===== config.mk =====
export PLATFORM = sky130hd
export DESIGN_NAME = puf_apb_master
export DESIGN_NICKNAME = d
export VERILOG_FILES = /design/src/rtl/puf_apb_master_pkg.sv /design/src/rtl/puf_apb_master_wdog.sv /design/src/rtl/puf_apb_master.sv
export SDC_FILE = /design/constraint.sdc
export NUM_CORES = 1
export LEC_CHECK = 0
export CORE_MARGIN = 2
export CORE_UTILIZATION = 41
export DETAILED_ROUTE_END_ITERATION = 6
export GPL_TIMING_DRIVEN = 0
export PLACE_DENSITY = 0.8
export SKIP_CTS_REPAIR_TIMING = 1
export SLEW_MARGIN = 15
export SYNTH_ARGS = -nofsm -noshare
export SYNTH_HDL_FRONTEND = slang
export SYNTH_HIERARCHICAL = 1
export SYNTH_SLANG_ARGS = --single-unit

===== constraint.sdc =====
create_clock -name pclk -period 6.1 [get_ports pclk]
set_clock_uncertainty 0.15 [all_clocks]
set_input_delay 1.22 -clock pclk [delete_from_list [all_inputs] [get_ports pclk]]
set_output_delay 1.22 -clock pclk [all_outputs]
set_load 0.05 [all_outputs]

===== src/rtl/puf_apb_master_pkg.sv =====
// Shared widths, FSM encodings and response record for the PUF APB initiator.
package puf_apb_master_pkg;

    localparam int APB_ADDR_WIDTH   = 32;
    localparam int APB_DATA_WIDTH   = 32;
    localparam int APB_STROBE_WIDTH = APB_DATA_WIDTH / 8;

    // Initiator FSM encodings (kept as plain constants for legacy tooling).
    localparam logic [1:0] APBM_IDLE   = 2'd0;
    localparam logic [1:0] APBM_SETUP  = 2'd1;
    localparam logic [1:0] APBM_ACCESS = 2'd2;
    localparam logic [1:0] APBM_RESP   = 2'd3;

    localparam int APBM_TIMEOUT_DEFAULT = 256;

    // Response fields travel together so they can be held as one register.
    typedef struct packed {
        logic [APB_DATA_WIDTH-1:0] rdata;
        logic                      slverr;
        logic                      timeout;
    } apbm_rsp_t;

endpackage


===== src/rtl/puf_apb_master_wdog.sv =====
// Loadable saturating cycle counter; expire flags the last permitted cycle.
module puf_apb_master_wdog #(
    parameter int LIMIT = 256,
    parameter int CNT_W = $clog2(LIMIT + 1)
) (
    input  logic             clk,
    input  logic             srst,
    input  logic             load,
    input  logic [CNT_W-1:0] load_value,
    input  logic             inc,
    output logic             expire
);

    localparam logic [CNT_W-1:0] SAT  = CNT_W'(LIMIT);
    localparam logic [CNT_W-1:0] LAST = CNT_W'(LIMIT - 1);

    logic [CNT_W-1:0] count_reg;

    // Count up on request, stop at SAT so the value can never wrap back to 0.
    always_ff @(posedge clk) begin
        if (srst) begin
            count_reg <= '0;
        end else if (load) begin
            count_reg <= load_value;
        end else if (inc && (count_reg != SAT)) begin
            count_reg <= count_reg + CNT_W'(1);
        end
    end

    assign expire = (count_reg >= LAST);

endmodule


===== src/rtl/puf_apb_master.sv =====
// APB4 initiator: one command in, SETUP/ACCESS on the bus, one response out.
module puf_apb_master
    import puf_apb_master_pkg::*;
#(
    parameter int TIMEOUT_CYCLES = APBM_TIMEOUT_DEFAULT
) (
    input  logic                        pclk,
    input  logic                        preset,
    input  logic                        cmd_valid,
    output logic                        cmd_ready,
    input  logic                        cmd_write,
    input  logic [APB_ADDR_WIDTH-1:0]   cmd_addr,
    input  logic [APB_DATA_WIDTH-1:0]   cmd_wdata,
    input  logic [APB_STROBE_WIDTH-1:0] cmd_strb,
    input  logic [2:0]                  cmd_prot,
    output logic                        rsp_valid,
    input  logic                        rsp_ready,
    output logic [APB_DATA_WIDTH-1:0]   rsp_rdata,
    output logic                        rsp_slverr,
    output logic                        rsp_timeout,
    output logic [APB_ADDR_WIDTH-1:0]   paddr,
    output logic [APB_DATA_WIDTH-1:0]   pwdata,
    output logic [2:0]                  pprot,
    output logic                        psel,
    output logic                        penable,
    output logic                        pwrite,
    output logic [APB_STROBE_WIDTH-1:0] pstrb,
    input  logic                        pready,
    input  logic                        pslverr,
    input  logic [APB_DATA_WIDTH-1:0]   prdata
);

    localparam int CNT_W = $clog2(TIMEOUT_CYCLES + 1);

    logic [1:0]                  state_reg;
    logic [1:0]                  state_next;
    logic                        cmd_ready_reg;
    logic [APB_ADDR_WIDTH-1:0]   paddr_reg;
    logic [APB_DATA_WIDTH-1:0]   pwdata_reg;
    logic [2:0]                  pprot_reg;
    logic                        psel_reg;
    logic                        penable_reg;
    logic                        pwrite_reg;
    logic [APB_STROBE_WIDTH-1:0] pstrb_reg;
    logic                        rsp_valid_reg;
    apbm_rsp_t                   rsp_reg;
    logic [APB_STROBE_WIDTH-1:0] strb_gated;
    logic                        accept;
    logic                        wdog_expire;
    logic                        wdog_load;
    logic                        wdog_inc;

    // Reads must present all-zero strobes, so gate each byte lane by direction.
    generate
        for (genvar gi = 0; gi < APB_STROBE_WIDTH; gi++) begin : g_strb
            assign strb_gated[gi] = cmd_strb[gi] & cmd_write;
        end
    endgenerate

    assign accept    = (state_reg == APBM_IDLE) && cmd_valid && cmd_ready_reg;
    // Counter restarts once the response is consumed; it only advances while
    // the slave stalls and the abort point has not yet been reached.
    assign wdog_load = (state_reg == APBM_RESP) && rsp_ready;
    assign wdog_inc  = (state_reg == APBM_ACCESS) && !pready && !wdog_expire;

    puf_apb_master_wdog #(
        .LIMIT (TIMEOUT_CYCLES),
        .CNT_W (CNT_W)
    ) u_wdog (
        .clk        (pclk),
        .srst       (preset),
        .load       (wdog_load),
        .load_value ('0),
        .inc        (wdog_inc),
        .expire     (wdog_expire)
    );

    // Next-state selection; slave inputs only matter while in ACCESS.
    always_comb begin
        state_next = state_reg;
        case (state_reg)
            APBM_IDLE:   if (accept) state_next = APBM_SETUP;
            APBM_SETUP:  state_next = APBM_ACCESS;
            APBM_ACCESS: if (pready || wdog_expire) state_next = APBM_RESP;
            APBM_RESP:   if (rsp_ready) state_next = APBM_IDLE;
            default:     state_next = APBM_IDLE;
        endcase
    end

    // Registered bus and response outputs, updated per state.
    always_ff @(posedge pclk) begin
        if (preset) begin
            state_reg     <= APBM_IDLE;
            cmd_ready_reg <= 1'b0;
            paddr_reg     <= '0;
            pwdata_reg    <= '0;
            pprot_reg     <= '0;
            psel_reg      <= 1'b0;
            penable_reg   <= 1'b0;
            pwrite_reg    <= 1'b0;
            pstrb_reg     <= '0;
            rsp_valid_reg <= 1'b0;
            rsp_reg       <= '0;
        end else begin
            state_reg <= state_next;
            case (state_reg)
                APBM_IDLE: begin
                    cmd_ready_reg <= 1'b1;
                    if (accept) begin
                        cmd_ready_reg <= 1'b0;
                        psel_reg      <= 1'b1;
                        paddr_reg     <= cmd_addr;
                        pwdata_reg    <= cmd_wdata;
                        pprot_reg     <= cmd_prot;
                        pwrite_reg    <= cmd_write;
                        pstrb_reg     <= strb_gated;
                    end
                end
                APBM_SETUP: begin
                    penable_reg <= 1'b1;
                end
                APBM_ACCESS: begin
                    // A late PREADY on the final permitted cycle still wins.
                    if (pready) begin
                        psel_reg        <= 1'b0;
                        penable_reg     <= 1'b0;
                        rsp_valid_reg   <= 1'b1;
                        rsp_reg.rdata   <= pwrite_reg ? '0 : prdata;
                        rsp_reg.slverr  <= pslverr;
                        rsp_reg.timeout <= 1'b0;
                    end else if (wdog_expire) begin
                        psel_reg        <= 1'b0;
                        penable_reg     <= 1'b0;
                        rsp_valid_reg   <= 1'b1;
                        rsp_reg.rdata   <= '0;
                        rsp_reg.slverr  <= 1'b1;
                        rsp_reg.timeout <= 1'b1;
                    end
                end
                APBM_RESP: begin
                    if (rsp_ready) begin
                        rsp_valid_reg <= 1'b0;
                        cmd_ready_reg <= 1'b1;
                    end
                end
                default: ;
            endcase
        end
    end

    assign cmd_ready   = cmd_ready_reg;
    assign paddr       = paddr_reg;
    assign pwdata      = pwdata_reg;
    assign pprot       = pprot_reg;
    assign psel        = psel_reg;
    assign penable     = penable_reg;
    assign pwrite      = pwrite_reg;
    assign pstrb       = pstrb_reg;
    assign rsp_valid   = rsp_valid_reg;
    assign rsp_rdata   = rsp_reg.rdata;
    assign rsp_slverr  = rsp_reg.slverr;
    assign rsp_timeout = rsp_reg.timeout;

endmodule


# Yosys cells after proc, flatten, opt, wreduce, memory -nomap -nowiden
# Cells that the tools add are included.
[word_totals] inputBits=110 wordCells=70 ff_bits=121 out_inout_bits=110
[op_classes] n_mux=19 addsub=1 order_cmp=1 n_eq_ne=8 bitwise_logic=4 reduce_logical=23
[op_table] op="34-bit 2-to-1 mux" count=2
[op_table] op="32-bit 2-to-1 mux" count=1
[op_table] op="2-bit nonzero test" count=5
[op_table] op="9-bit by 1-bit adder with 9-bit output (second input constant)" count=1
[op_table] op="9-bit by 8-bit >= comparator with 1-bit output (second input constant)" count=1
[op_table] op="9-bit inequality test (second input constant)" count=1
[op_table] op="3-bit AND reduction" count=3
[op_table] op="1-bit 2-to-1 mux" count=8
[op_table] op="1-bit one-hot mux with 2 select lines" count=4
[op_table] op="2-bit one-hot mux with 4 select lines" count=1
[op_table] op="2-bit AND reduction" count=4
[op_table] op="1-bit logical AND" count=6
[op_table] op="2-bit 2-to-1 mux" count=3
[op_table] op="1-bit bitwise AND" count=4
[op_table] op="2-bit == test (second input constant)" count=2
[op_table] op="2-bit inequality test (second input constant)" count=2
[op_table] op="3-bit inequality test (second input constant)" count=1
[op_table] op="2-bit by 1-bit == test with 1-bit output (second input constant)" count=1
[op_table] op="1-bit zero test" count=2
[op_table] op="2-bit zero test" count=1
[op_table] op="2-bit by 1-bit inequality test with 1-bit output (second input constant)" count=1
[op_table] op="2-bit OR reduction" count=1
[op_table] op="1-bit logical OR" count=1

# Longest topological paths before layout
[depth] depth_word=5 depth_mapped=11 ltp_nobuf=10

# Cells and area by module
# Netlist, hierarchy kept.
[by_module_without_submodules] module="puf_apb_master" n_inst=1 cells_per_inst=433 area_each_um2=3945.0 seq_area_each_um2=2242.2
[by_module_without_submodules] module="puf_apb_master_wdog" n_inst=1 cells_per_inst=78 area_each_um2=665.6 seq_area_each_um2=180.2

# Worst setup path before layout
# No wires, ideal clock.
[synth_path] kind="input-to-reg" from="in pready" to="reg u_wdog.count_reg[4]" path_buffers=1 t_arrival_ps=2285 setup_ps=86 required_time_ps=5864 path_stages=5 setup_slack_ps=3579 cell_sequence="nor3b_1 -> buf_2 -> nand4_1 -> xor2_1 -> a211oi_1"
[synth_via] elab_chain_len=4
[synth_rtl] item="start, declared" line_no="puf_apb_master.sv:28" rtl="input logic pready,"
[synth_rtl] item="1-bit zero test" line_no="puf_apb_master.sv:64" rtl="assign wdog_inc = (state_reg == APBM_ACCESS) && !pready && !wdog_expire;"
[synth_rtl] item="1-bit logical AND (2 in a row)" line_no="puf_apb_master.sv:64"
[synth_rtl] item="1-bit logical AND" line_no="puf_apb_master_wdog.sv:25" rtl="end else if (inc && (count_reg != SAT)) begin"
[synth_rtl] item="end signal, assigned" line_no="puf_apb_master_wdog.sv:24" rtl="count_reg <= load_value;"
[synth_rtl] item="end signal, assigned" line_no="puf_apb_master_wdog.sv:26" rtl="count_reg <= count_reg + CNT_W'(1);"
[synth_rtl] item="end, declared" line_no="puf_apb_master_wdog.sv:17" rtl="logic [CNT_W-1:0] count_reg;"
# No other way between the ends.
# A chain may end at the register's enable or synchronous reset.

# Final worst setup path
[layout_path] from="reg pwrite_reg, in the netlist pwrite" to="out pwrite"
[layout_rtl] item="start, declared" line_no="puf_apb_master.sv:43" rtl="logic pwrite_reg;"
[layout_rtl] item="start signal, assigned" line_no="puf_apb_master.sv:115" rtl="pwrite_reg <= cmd_write;"
[layout_rtl] item="end, declared" line_no="puf_apb_master.sv:26" rtl="output logic pwrite,"
# No word-level cell between the ends.

==> impl_results.md <==
- Netlist cell types: 58
- Die X: 110 um
- Max_slew headroom: 43.0%
- Mapped Cells: 511
- Fmax: 315 MHz
- Critical R2R Launch: u_wdog/count_reg[0]
- Skew-Pair Late Insertion Delay: 530 ps
- Tot Pwr: 3.02 mW
- Detailed-route wire length: 14300 um
- Ys flop type: dfxtp_1
- Yosys reg bits: 121
- Initial Utilization: 42.3%
- CP Cell Sequence: clkdlybuf4s50_1
- CTS H-Tree Depth: 4
- IO Pins: 220
- Min-delay worst type: flip-flop to flip-flop
- Slowest stage delay, CP: 860 ps
- Post-route ant nets: 0
- Die area: 12100 um2
- Post-synthesis xor/xnor area fraction: 0.570%
- Leak: 2.78 nW
- Met2 routed wirelength: 7250 um
- Internal: 1.96 mW
- Max IR drop VDD: 0.342 mV
- M1 WL: 5230 um
- DR iter-0 viols: 220
- Final setup viols: 0
- CTS buffer count: 17
- Clk buf depth: 2
- Clk pwr share: 34.6%
- Post-route setup TNS: 0 ps
- Status: finished, final reports clean
- Layout cell share with drive strength beyond 1: 11.4%
- Worst path bufs/invs: 1
- Flop pwr share: 32.2%
- Critical path fanouts, max: 3
- # nets final: 875
- Avg Synthesized Cell Area: 9.02 um2
- HP Start: pstrb[3]
- Fin crit share: 52.1%
- CP endpoint kind: output port
- Area leader, netlist: dfxtp_1
- Slew Limit Fails: 0
- Gr usage total: 23.4%
- Combinational share of power: 33.2%
- Crit path from: pwrite
- Root Driver: clkbuf_8
- WS Path Type: flip-flop to output port
- Slowest-stage cell, CP: clkdlybuf4s50_1
- Sw Share: 34.9%
- Largest net degree at the start of global routing: 17
- Routed len/inst: 15.7 um
- Post-synthesis mux area share: 0.461%
- First-pass GRT wire length: 21600 um
- FILL cells: 848
- RSZ-0062 raised after global routing: false
- WP data required: 4730 ps
- Synthesis-to-finish area growth: 65.3%
- Max Cap Viol: 0
- Global placement routability congestion: 0.853
- Synth Area in Compound Gates: 20.6%
- Vias after detailed routing: 4577
- GRT overflow: 0
- TritonCTS clock tree: built
- # diodes: 0
- Post-synth EDFFs: 0
- Die H: 110 um
- WP data arrival: 1810 ps
- Power per cell area: 396 nW/um2
- Seq/Total Area, Yosys: 52.5%
- Area contributors post-synth: dfxtp_1, nand2_1, a21oi_1, a22o_2, ha_1
- Site row count: 38
- Hold Violations, Final: 0
- Psw: 1.05 mW
- Via/cell ratio: 5.03
- Worst-path clk slew: 60 ps
- Yosys top cell area share: 52.5%
- Largest family of logic cells by synthesized area: compound AO/OA/AOI/OAI gates
- Mapped cell area: 4610 um2
- Port Buffer Count: 219
- Asr flop ratio synth: 0%
- Vias in the first global route: 4579
- Met3 routed wirelength: 1500 um
- Startpoint Class: flip-flop
- Detailed placement HPWL: 10600 um
- Final min period: 3180 ps
- Clk sinks: 121
- Top delay family on crit path: buffers and inverters
- Yosys Warn Count: 6
- Core ar.: 10900 um2
- Area share of fa/ha/maj cells after synthesis: 2.17%
- Initial antenna violation count: 0
- Post-detailed-route DRC marker count: 0
- Worst-Margin Slew: 845 ps
- DRT Pass-1 Iters: 4
- DR top layer: met4
- Synth Area in Simple Gates: 18.7%
==> routing by layer <==
metal / vias to the layer above / GRT usage, %
li1: 2241 / -
met1: 2115 / 23.7
met2: 191 / 40.9
met3: 30 / 11.8
met4: 0 / 9.40
met5: - / 0
==> worst reg2reg max path: stages (launching register included) <==
cell,delay (ps)
dfxtp_1,370
ha_1,290
inv_1,80
nor3_1,50
ha_1,180
nor2_1,80
o41ai_1,160
nor3b_1,550
buf_2,310
inv_1,50
a2111oi_0,360
a311oi_1,90
==> stage by stage <==
| step | cells | setup WS, ps | utilization (%) | instance area, um2 | hold WS [ps] |
|---|---|---|---|---|---|
| 4_1_cts | 910 | 2890 | 70.0 | 7620 | 305 |
| 2_1_floorplan | 519 | 3580 | - | 4640 | 334 |
| 5_1_grt | 910 | 2840 | 70.0 | 7620 | 321 |
| 3_5_place_dp | 878 | 2710 | 64.4 | 7010 | 297 |
| 3_3_place_gp | 878 | 2770 | 64.4 | 7010 | 290 |
| 6_report | 910 | 2920 | 70.0 | 7620 | 302 |
==> cell families after synthesis <==
family / Yosys count
adder cells (fa/ha/maj): 8
flip-flops: 121
buffers and inverters: 45
AND/OR/NAND/NOR: 192
other: 1
multiplexers: 2
XOR/XNOR: 3
AO/OA/AOI/OAI: 139
==> cells in the mapped netlist, drive strengths merged (4+ instances only) <==
cell type	number
inv	9
nor2	8
a21oi	78
nand4	4
o21ai	6
buf	22
a22o	32
ha	8
dfxtp	121
nand3	8
clkbuf	13
nor2b	4
nand2b	4
nand2	145
a211oi	4
==> power groups by stage <==
stage / Clock (mW) / Sequential [mW] / Combinational, mW
after floorplan: 0 / 1.31 / 0.314
after global placement: 0 / 0.977 / 0.980
after detailed placement: 0 / 0.985 / 1.00
after CTS: 1.06 / 0.970 / 1.01
after global routing: 1.10 / 0.983 / 1.06
final: 1.04 / 0.970 / 1.00
==> cells in the final DEF, fill, tap and decap left out, drive strengths merged, types with 4 or more instances in the layout <==
cell           netlist  final
a211oi               4      4
a21oi               78     78
a22o                32     32
buf                 22     22
bufinv               0      4
clkbuf              13     38
clkdlybuf4s50        0    219
clkinv               1      4
conb                 1      9
dfxtp              121    121
ha                   8      8
inv                  9      9
nand2              145    145
nand2b               4      4
nand3                8      8
nand4                4      4
nor2                 8      8
nor2b                4      4
o21ai                6      6
==> area by class of cell <==
type | instances | area, um2 | share of cell area (%)
plain buffers | 35 | 190 | 2.50
clock buffers | 25 | 474 | 6.22
clock inverters | 7 | 139 | 1.82
inverters | 10 | 37.5 | 0.493
multi-input cells | 353 | 1990 | 26.1
flip-flops and latches | 121 | 2420 | 31.8
well taps | 140 | 175 | 2.30
repair buffers | 219 | 2190 | 28.8
==> worst paths after layout <==
check                                      endpoint  slack [ps]  cells past startpoint
worst max-delay path                         pwrite        2920                      1
worst min-delay path                       pstrb[3]         300                      2
worst max register to register  u_wdog/count_reg[1]        3270                     11
worst min register to register             pstrb[3]         300                      2
(Power assumes the default switching activity.)
